$ cat src/rtl/data_mem_ctrl_if.sv
// Command/response channel and memory-side bus of the data memory sequencer.
// The master modport is the core plus memory side; the slave modport is the controller.
interface data_mem_ctrl_if #(
  parameter int DATA_W = 16,
  parameter int ADDR_W = 2
);

  logic              cmd_valid;
  logic              cmd_ready;
  logic [1:0]        cmd_op;
  logic [ADDR_W-1:0] cmd_addr;
  logic [DATA_W-1:0] cmd_data;

  logic              rsp_valid;
  logic              rsp_ready;
  logic [DATA_W-1:0] rsp_data;
  logic [ADDR_W-1:0] rsp_addr;
  logic              rsp_last;

  logic              busy;

  logic [ADDR_W-1:0] mem_w_add;
  logic              mem_w_flag;
  logic [DATA_W-1:0] mem_w_data;
  logic [ADDR_W-1:0] mem_rsel_addr;
  logic [DATA_W-1:0] mem_rsel_data;

  modport master (
    output cmd_valid, cmd_op, cmd_addr, cmd_data, rsp_ready, mem_rsel_data,
    input  cmd_ready, rsp_valid, rsp_data, rsp_addr, rsp_last, busy,
           mem_w_add, mem_w_flag, mem_w_data, mem_rsel_addr
  );

  modport slave (
    input  cmd_valid, cmd_op, cmd_addr, cmd_data, rsp_ready, mem_rsel_data,
    output cmd_ready, rsp_valid, rsp_data, rsp_addr, rsp_last, busy,
           mem_w_add, mem_w_flag, mem_w_data, mem_rsel_addr
  );

endinterface

$ cat src/rtl/data_mem_ctrl.sv
// Sequencer owning the write port and select-read port of the 4 x 16 data memory.
// Executes WRITE/READ/FILL/DUMP commands and returns read words on a response channel.
module data_mem_ctrl #(
  parameter int DATA_W = 16,
  parameter int ADDR_W = 2,
  parameter int DEPTH  = 2 ** ADDR_W
) (
  input  logic           clk,
  input  logic           reset,
  data_mem_ctrl_if.slave bus
);

  localparam int               IDX_W    = ADDR_W + 1;
  localparam logic [IDX_W-1:0] LAST_IDX = IDX_W'(DEPTH - 1);

  localparam logic [1:0] OP_WRITE = 2'b00;
  localparam logic [1:0] OP_READ  = 2'b01;
  localparam logic [1:0] OP_FILL  = 2'b10;
  localparam logic [1:0] OP_DUMP  = 2'b11;

  typedef enum logic [2:0] {IDLE, WR, FILL, RD, RSP} state_t;

  state_t            state_q, state_d;
  logic [IDX_W-1:0]  idx_q, idx_d;
  logic              dump_q, dump_d;
  logic              w_flag_q, w_flag_d;
  logic [ADDR_W-1:0] w_add_q, w_add_d;
  logic [DATA_W-1:0] w_data_q, w_data_d;
  logic [ADDR_W-1:0] rsel_q, rsel_d;
  logic              rsp_valid_q, rsp_valid_d;
  logic [DATA_W-1:0] rsp_data_q, rsp_data_d;
  logic [ADDR_W-1:0] rsp_addr_q, rsp_addr_d;
  logic              rsp_last_q, rsp_last_d;

  logic              accept;
  logic              at_last;
  logic [IDX_W-1:0]  idx_next;

  assign bus.cmd_ready = (state_q == IDLE) && reset;
  assign accept        = bus.cmd_valid && bus.cmd_ready;
  assign at_last       = (idx_q == LAST_IDX);
  assign idx_next      = idx_q + IDX_W'(1);

  always_comb begin
    state_d     = state_q;
    idx_d       = idx_q;
    dump_d      = dump_q;
    w_flag_d    = w_flag_q;
    w_add_d     = w_add_q;
    w_data_d    = w_data_q;
    rsel_d      = rsel_q;
    rsp_valid_d = rsp_valid_q;
    rsp_data_d  = rsp_data_q;
    rsp_addr_d  = rsp_addr_q;
    rsp_last_d  = rsp_last_q;

    case (state_q)
      IDLE: begin
        if (accept) begin
          case (bus.cmd_op)
            OP_WRITE: begin
              state_d  = WR;
              w_flag_d = 1'b1;
              w_add_d  = bus.cmd_addr;
              w_data_d = bus.cmd_data;
            end
            OP_READ: begin
              state_d = RD;
              dump_d  = 1'b0;
              rsel_d  = bus.cmd_addr;
            end
            OP_FILL: begin
              state_d  = FILL;
              idx_d    = '0;
              w_flag_d = 1'b1;
              w_add_d  = '0;
              w_data_d = bus.cmd_data;
            end
            default: begin
              state_d = RD;
              dump_d  = 1'b1;
              idx_d   = '0;
              rsel_d  = '0;
            end
          endcase
        end
      end

      WR: begin
        w_flag_d = 1'b0;
        state_d  = IDLE;
      end

      FILL: begin
        if (at_last) begin
          w_flag_d = 1'b0;
          idx_d    = '0;
          state_d  = IDLE;
        end else begin
          idx_d   = idx_next;
          w_add_d = idx_next[ADDR_W-1:0];
        end
      end

      // The memory read is combinational, so the word is captured on the edge ending RD.
      RD: begin
        rsp_valid_d = 1'b1;
        rsp_data_d  = bus.mem_rsel_data;
        rsp_addr_d  = rsel_q;
        rsp_last_d  = !dump_q || at_last;
        state_d     = RSP;
      end

      RSP: begin
        if (bus.rsp_ready) begin
          rsp_valid_d = 1'b0;
          if (!dump_q || at_last) begin
            idx_d   = '0;
            state_d = IDLE;
          end else begin
            idx_d   = idx_next;
            rsel_d  = idx_next[ADDR_W-1:0];
            state_d = RD;
          end
        end
      end

      default: state_d = IDLE;
    endcase
  end

  always_ff @(posedge clk) begin
    if (!reset) begin
      state_q     <= IDLE;
      idx_q       <= '0;
      dump_q      <= 1'b0;
      w_flag_q    <= 1'b0;
      w_add_q     <= '0;
      w_data_q    <= '0;
      rsel_q      <= '0;
      rsp_valid_q <= 1'b0;
      rsp_data_q  <= '0;
      rsp_addr_q  <= '0;
      rsp_last_q  <= 1'b0;
    end else begin
      state_q     <= state_d;
      idx_q       <= idx_d;
      dump_q      <= dump_d;
      w_flag_q    <= w_flag_d;
      w_add_q     <= w_add_d;
      w_data_q    <= w_data_d;
      rsel_q      <= rsel_d;
      rsp_valid_q <= rsp_valid_d;
      rsp_data_q  <= rsp_data_d;
      rsp_addr_q  <= rsp_addr_d;
      rsp_last_q  <= rsp_last_d;
    end
  end

  assign bus.busy          = (state_q != IDLE);
  assign bus.mem_w_flag    = w_flag_q;
  assign bus.mem_w_add     = w_add_q;
  assign bus.mem_w_data    = w_data_q;
  assign bus.mem_rsel_addr = rsel_q;
  assign bus.rsp_valid     = rsp_valid_q;
  assign bus.rsp_data      = rsp_data_q;
  assign bus.rsp_addr      = rsp_addr_q;
  assign bus.rsp_last      = rsp_last_q;

endmodule

$ cat src/flat_wrapper.sv
// flat-port wrapper written by rule: the top's interface ports become plain ports
module data_mem_ctrl_flat 
#(
  parameter int DATA_W = 16,
  parameter int ADDR_W = 2,
  parameter int DEPTH  = 2 ** ADDR_W
)
  (clk, reset, bus_cmd_valid, bus_cmd_op, bus_cmd_addr, bus_cmd_data, bus_rsp_ready, bus_mem_rsel_data, bus_cmd_ready, bus_rsp_valid, bus_rsp_data, bus_rsp_addr, bus_rsp_last, bus_busy, bus_mem_w_add, bus_mem_w_flag, bus_mem_w_data, bus_mem_rsel_addr);
  data_mem_ctrl_if #(.DATA_W(DATA_W), .ADDR_W(ADDR_W)) bus_i ();
  input  logic clk;
  input  logic reset;
  input wire logic [$bits(bus_i.cmd_valid)-1:0] bus_cmd_valid;
  input wire logic [$bits(bus_i.cmd_op)-1:0] bus_cmd_op;
  input wire logic [$bits(bus_i.cmd_addr)-1:0] bus_cmd_addr;
  input wire logic [$bits(bus_i.cmd_data)-1:0] bus_cmd_data;
  input wire logic [$bits(bus_i.rsp_ready)-1:0] bus_rsp_ready;
  input wire logic [$bits(bus_i.mem_rsel_data)-1:0] bus_mem_rsel_data;
  output wire logic [$bits(bus_i.cmd_ready)-1:0] bus_cmd_ready;
  output wire logic [$bits(bus_i.rsp_valid)-1:0] bus_rsp_valid;
  output wire logic [$bits(bus_i.rsp_data)-1:0] bus_rsp_data;
  output wire logic [$bits(bus_i.rsp_addr)-1:0] bus_rsp_addr;
  output wire logic [$bits(bus_i.rsp_last)-1:0] bus_rsp_last;
  output wire logic [$bits(bus_i.busy)-1:0] bus_busy;
  output wire logic [$bits(bus_i.mem_w_add)-1:0] bus_mem_w_add;
  output wire logic [$bits(bus_i.mem_w_flag)-1:0] bus_mem_w_flag;
  output wire logic [$bits(bus_i.mem_w_data)-1:0] bus_mem_w_data;
  output wire logic [$bits(bus_i.mem_rsel_addr)-1:0] bus_mem_rsel_addr;
  assign bus_i.cmd_valid = bus_cmd_valid;
  assign bus_i.cmd_op = bus_cmd_op;
  assign bus_i.cmd_addr = bus_cmd_addr;
  assign bus_i.cmd_data = bus_cmd_data;
  assign bus_i.rsp_ready = bus_rsp_ready;
  assign bus_i.mem_rsel_data = bus_mem_rsel_data;
  assign bus_cmd_ready = bus_i.cmd_ready;
  assign bus_rsp_valid = bus_i.rsp_valid;
  assign bus_rsp_data = bus_i.rsp_data;
  assign bus_rsp_addr = bus_i.rsp_addr;
  assign bus_rsp_last = bus_i.rsp_last;
  assign bus_busy = bus_i.busy;
  assign bus_mem_w_add = bus_i.mem_w_add;
  assign bus_mem_w_flag = bus_i.mem_w_flag;
  assign bus_mem_w_data = bus_i.mem_w_data;
  assign bus_mem_rsel_addr = bus_i.mem_rsel_addr;
  data_mem_ctrl #(.DATA_W(DATA_W), .ADDR_W(ADDR_W), .DEPTH(DEPTH)) u_core (.clk(clk), .reset(reset), .bus(bus_i));
endmodule
$ cat config.mk
export PLATFORM = sky130hd
export DESIGN_NAME = data_mem_ctrl_flat
export DESIGN_NICKNAME = d
export VERILOG_FILES = /design/src/rtl/data_mem_ctrl_if.sv /design/src/rtl/data_mem_ctrl.sv /design/src/flat_wrapper.sv
export SDC_FILE = /design/constraint.sdc
export NUM_CORES = 1
export LEC_CHECK = 0
export ABC_CLOCK_PERIOD_IN_PS = 2700
export CORE_MARGIN = 4
export CORE_UTILIZATION = 46
export DETAILED_ROUTE_END_ITERATION = 10
export GPL_ROUTABILITY_DRIVEN = 0
export HOLD_SLACK_MARGIN = 0.06
export PLACE_DENSITY = 0.82
export SYNTH_ARGS = -nofsm -noshare
export SYNTH_HDL_FRONTEND = slang
export SYNTH_SLANG_ARGS = --single-unit
export TNS_END_PERCENT = 50
$ cat constraint.sdc
create_clock -name clk -period 2.7 [get_ports clk]
set_input_delay 0.54 -clock clk [delete_from_list [all_inputs] [get_ports clk]]
set_output_delay 0.54 -clock clk [all_outputs]
set_load 0.01 [all_outputs]
==> tab_implementation.tex <==
\begin{tabular}{lr}
\hline
Metric & Value \\
\hline
\multicolumn{2}{l}{\textbf{Status}} \\
\quad Run status & complete, no violations \\
\multicolumn{2}{l}{\textbf{Layout}} \\
\quad Net count reported at finish & 375 \\
\quad Diode count & 0 \\
\quad Area added between synthesis and finish & 46.6\% \\
\quad Fraction of layout cells with a size suffix above 1 & 5.12\% \\
\multicolumn{2}{l}{\textbf{Clocking}} \\
\quad Clock tree from TritonCTS & yes \\
\quad CTS root buffer & sky130\_fd\_sc\_hd\_\_clkbuf\_8 \\
\quad Number of H-tree levels & 2 \\
\quad TritonCTS buffer count & 5 \\
\quad Total setup buffers inserted after CTS & 0 \\
\quad Clock latency on the worst-skew pair & 290 ps \\
\quad CTS hold repair buffers & 0 \\
\quad Number of resized instances in the post-cts repair step & 0 \\
\quad Clock slew at the register clock pins of the worst setup and hold paths & 80 ps \\
\quad Maximum buffer depth of the clock tree & 2 \\
\quad Total clock sinks & 48 \\
\multicolumn{2}{l}{\textbf{Yosys}} \\
\quad Post-synth EDFFs & 0 \\
\quad Portion of the post-synthesis area used by sequential elements & 46.7\% \\
\quad Number of instances in the synthesized netlist & 255 \\
\quad Post-Synthesis Cell Area & 0.00206 mm2 \\
\quad Mean cell area of the mapped netlist & 8.06 um2 \\
\quad Flip-flop and latch count after synthesis & 48 \\
\quad Synth Net Count & 298 \\
\quad Share of async-settable or async-resettable flops after synthesis & 0\% \\
\quad Post-synthesis cell type count & 41 \\
\quad Main flop type after synthesis & sky130\_fd\_sc\_hd\_\_dfxtp\_1 \\
\quad Number of synthesis warnings & 0 \\
\multicolumn{2}{l}{\textbf{STA}} \\
\quad Accumulated negative setup slack & 0 ps \\
\quad RSZ-0062 raised after global routing & no \\
\quad Final critical-path required period & 2420 ps \\
\quad Final Hold Violating Endpoints & 0 \\
\quad Rel. slew slack & 53.5\% \\
\quad Final clock skew & 5.41 ps \\
\quad Tightest Pin Transition & 697 ps \\
\quad Final clock period utilization by the worst path & 89.6\% \\
\quad \# setup viols final & 0 \\
\quad Final max-slew violation count & 0 \\
\quad Maximum clock frequency & 414 MHz \\
\multicolumn{2}{l}{\textbf{Power and ir drop}} \\
\quad Combinational group share of total power & 29.7\% \\
\quad Clock Power Share & 29.6\% \\
\quad P\_sw & 567 uW \\
\quad P per Cell Area & 658 mW/mm2 \\
\quad Sw Ratio & 28.6\% \\
\quad Leakage power summed over all cells & 1.04 nW \\
\quad Worst IR drop on VDD & 361 uV \\
\quad Internal power of the cells & 1.42 mW \\
\quad Total power & 1.98 mW \\
\quad Part of the total power dissipated in sequential elements & 40.7\% \\
\multicolumn{2}{l}{\textbf{Die}} \\
\quad Placement Rows & 24 \\
\quad Core ar. & 0.00435 mm2 \\
\quad Initial standard-cell utilization of the core & 47.2\% \\
\quad Number of I/O pins & 83 \\
\quad Die extent in x & 74.9 um \\
\quad Die area & 0.00560 mm2 \\
\quad Die Y-Extent & 74.9 um \\
\multicolumn{2}{l}{\textbf{Critical path}} \\
\quad Arrival time at the worst endpoint & 1880 ps \\
\quad Critical path start-end classification & input port to primary output \\
\quad Startpoint of the worst setup timing path & reset \\
\quad Worst-path cell chain & clkdlybuf4s50\_1, inv\_1, nor2\_1, clkdlybuf4s50\_1 \\
\quad Most frequent CP cell & sky130\_fd\_sc\_hd\_\_clkdlybuf4s50\_1 \\
\quad Crit path max fanout & 6 \\
\quad Delay-heaviest family, CP & buffers and inverters \\
\quad Category of the worst setup path launch point & input port \\
\quad Reg2reg start & u\_core.idx\_q[0] \\
\quad Largest stage delay on the critical path & 590 ps \\
\quad Critical Path Slowest Stage Cell & sky130\_fd\_sc\_hd\_\_clkdlybuf4s50\_1 \\
\quad Sum of buffers and inverters on the critical path & 3 \\
\quad CP Data Required Time & 2160 ps \\
\quad Endpoint kind of the worst setup timing path & primary output \\
\multicolumn{2}{l}{\textbf{Routing}} \\
\quad Via count of the routed design & 1994 \\
\quad Routed WL per cell & 13.3 um \\
\quad Antenna-violating nets left & 0 \\
\quad Number of vias per cell & 5.19 \\
\quad Total length of routed wires & 5100 um \\
\quad Residual DRC count & 0 \\
\quad Number of optimization iterations in the first detailed-route pass & 4 \\
\quad Number of DRC markers in iteration 0 & 69 \\
\multicolumn{2}{l}{\textbf{Place}} \\
\quad Number of input and output port buffers inserted & 82 \\
\quad Detail Placement HPWL & 3690 um \\
\multicolumn{2}{l}{\textbf{Global route}} \\
\quad Via count of the first global-routing pass & 1856 \\
\quad Wire length of the first global-routing pass & 8200 um \\
\quad Total congestion overflow & 0 \\
\quad Maximum number of pins on one net before global-route repair & 47 \\
\quad Number of antenna violations at the first check in global routing & 0 \\
\quad Total routing resource utilization after global routing & 19.0\% \\
\multicolumn{2}{l}{\textbf{Worst hold path}} \\
\quad Hold path startpoint & u\_core.bus.rsp\_data[15] \\
\quad Type of the tightest min-delay check & register to register \\
\multicolumn{2}{l}{\textbf{Job}} \\
\quad Number of max-cap violations & 0 \\
\hline
\end{tabular}
tightest hold or removal path: stages (launching register included):
cell	delay (ps)
sky130_fd_sc_hd__dfxtp_1	310
sky130_fd_sc_hd__nand2_1	50
sky130_fd_sc_hd__a21oi_1	50
Yosys cell counts, types with 3 or more instances:
| master | n | area (um2) |
|---|---|---|
| sky130_fd_sc_hd__buf_6 | 3 | 33.8 |
| sky130_fd_sc_hd__a31oi_1 | 4 | 25.0 |
| sky130_fd_sc_hd__inv_1 | 4 | 15.0 |
| sky130_fd_sc_hd__a311oi_1 | 3 | 26.3 |
| sky130_fd_sc_hd__dfxtp_1 | 48 | 961 |
| sky130_fd_sc_hd__nand2b_1 | 3 | 18.8 |
| sky130_fd_sc_hd__ha_1 | 3 | 37.5 |
| sky130_fd_sc_hd__nand4b_1 | 3 | 26.3 |
| sky130_fd_sc_hd__a211oi_1 | 7 | 52.6 |
| sky130_fd_sc_hd__buf_2 | 6 | 30.0 |
| sky130_fd_sc_hd__nor3_1 | 3 | 15.0 |
| sky130_fd_sc_hd__a21oi_1 | 41 | 205 |
| sky130_fd_sc_hd__nor2_1 | 10 | 37.5 |
| sky130_fd_sc_hd__nand2_1 | 76 | 285 |
| sky130_fd_sc_hd__clkbuf_1 | 7 | 26.3 |
power groups by stage:
stage	Sequential, mW	Clock (mW)	Combinational (mW)
floorplan	0.837	0	0.344
global placement	0.821	0	0.583
detailed placement	0.823	0	0.588
CTS	0.807	0.604	0.590
global route	0.814	0.630	0.645
finish	0.807	0.587	0.589
placed cells by master (no fill, tap or decap), drive strengths merged, types with 2 or more instances in the layout:
| cell | synthesis | layout |
|---|---|---|
| inv | 6 | 6 |
| a311oi | 3 | 3 |
| bufinv | 0 | 2 |
| o21ai | 3 | 3 |
| nand4bb | 2 | 2 |
| ha | 3 | 3 |
| buf | 11 | 6 |
| dfxtp | 48 | 48 |
| nor3 | 5 | 5 |
| nand3b | 2 | 2 |
| a211oi | 7 | 7 |
| nand3 | 2 | 2 |
| nand4b | 3 | 3 |
| nor2 | 10 | 10 |
| clkbuf | 7 | 5 |
| and3 | 2 | 2 |
| a21oi | 41 | 41 |
| nand2 | 76 | 76 |
| nor3b | 2 | 2 |
| clkdlybuf4s50 | 0 | 82 |
| a31oi | 4 | 4 |
| nand2b | 3 | 3 |
sequential cells by signal, indices dropped and copies added, names as in the netlist, 2 cells and up:
signal                    cells
u_core.bus.mem_w_add          2
u_core.bus.mem_rsel_addr      2
u_core.idx_q                  3
u_core.bus.rsp_addr           2
u_core.state_q                3
u_core.bus.mem_w_data        16
u_core.bus.rsp_data          16
stage by stage:
stage,utilization [%],std cells,cell area (um2),setup slack [ps],hold WS (ps)
floorplan,-,255,2060,897,462
global placement,66.3,377,2890,303,441
detailed placement,66.3,377,2890,285,447
CTS,69.2,384,3010,284,459
global route,69.2,384,3010,198,470
finish,69.2,384,3010,282,454
final cells by class:
type                       instances  area [um2]
clock buffer                       5        68.8
clock inverter                     2        60.1
fill                             363        1340
inverter                           6        22.5
multi-input combinational        183         971
sequential                        48         961
tap                               52        65.1
timing repair buffer              88         866
worst paths after layout:
path,endpoint,slack (ps),depth (start not counted)
hold / removal,u_core.bus.rsp_data[15],450,2
hold reg to reg,u_core.bus.rsp_data[15],450,2
setup / recovery,bus_cmd_ready,280,4
setup reg to reg,u_core.bus.mem_w_add[0],880,6
cells by family after synthesis:
group / Yosys count / share of synthesized area [%]
AO/OA/AOI/OAI: 65 / 18.6
adder cells (fa/ha/maj): 3 / 1.83
buffers and inverters: 24 / 6.03
flip-flops: 48 / 46.7
multiplexers: 1 / 0.487
AND/OR/NAND/NOR: 114 / 26.4
routing by layer:
layer  GRT usage [%]  part of all wire (%)  up-vias
li1                -                     -     1025
met1            23.5                    44      896
met2            30.2                    46       65
met3            6.68                   8.7        8
met4            7.91                   1.7        0
met5               0                     0        -
Power figures use the tool's default switching activity.
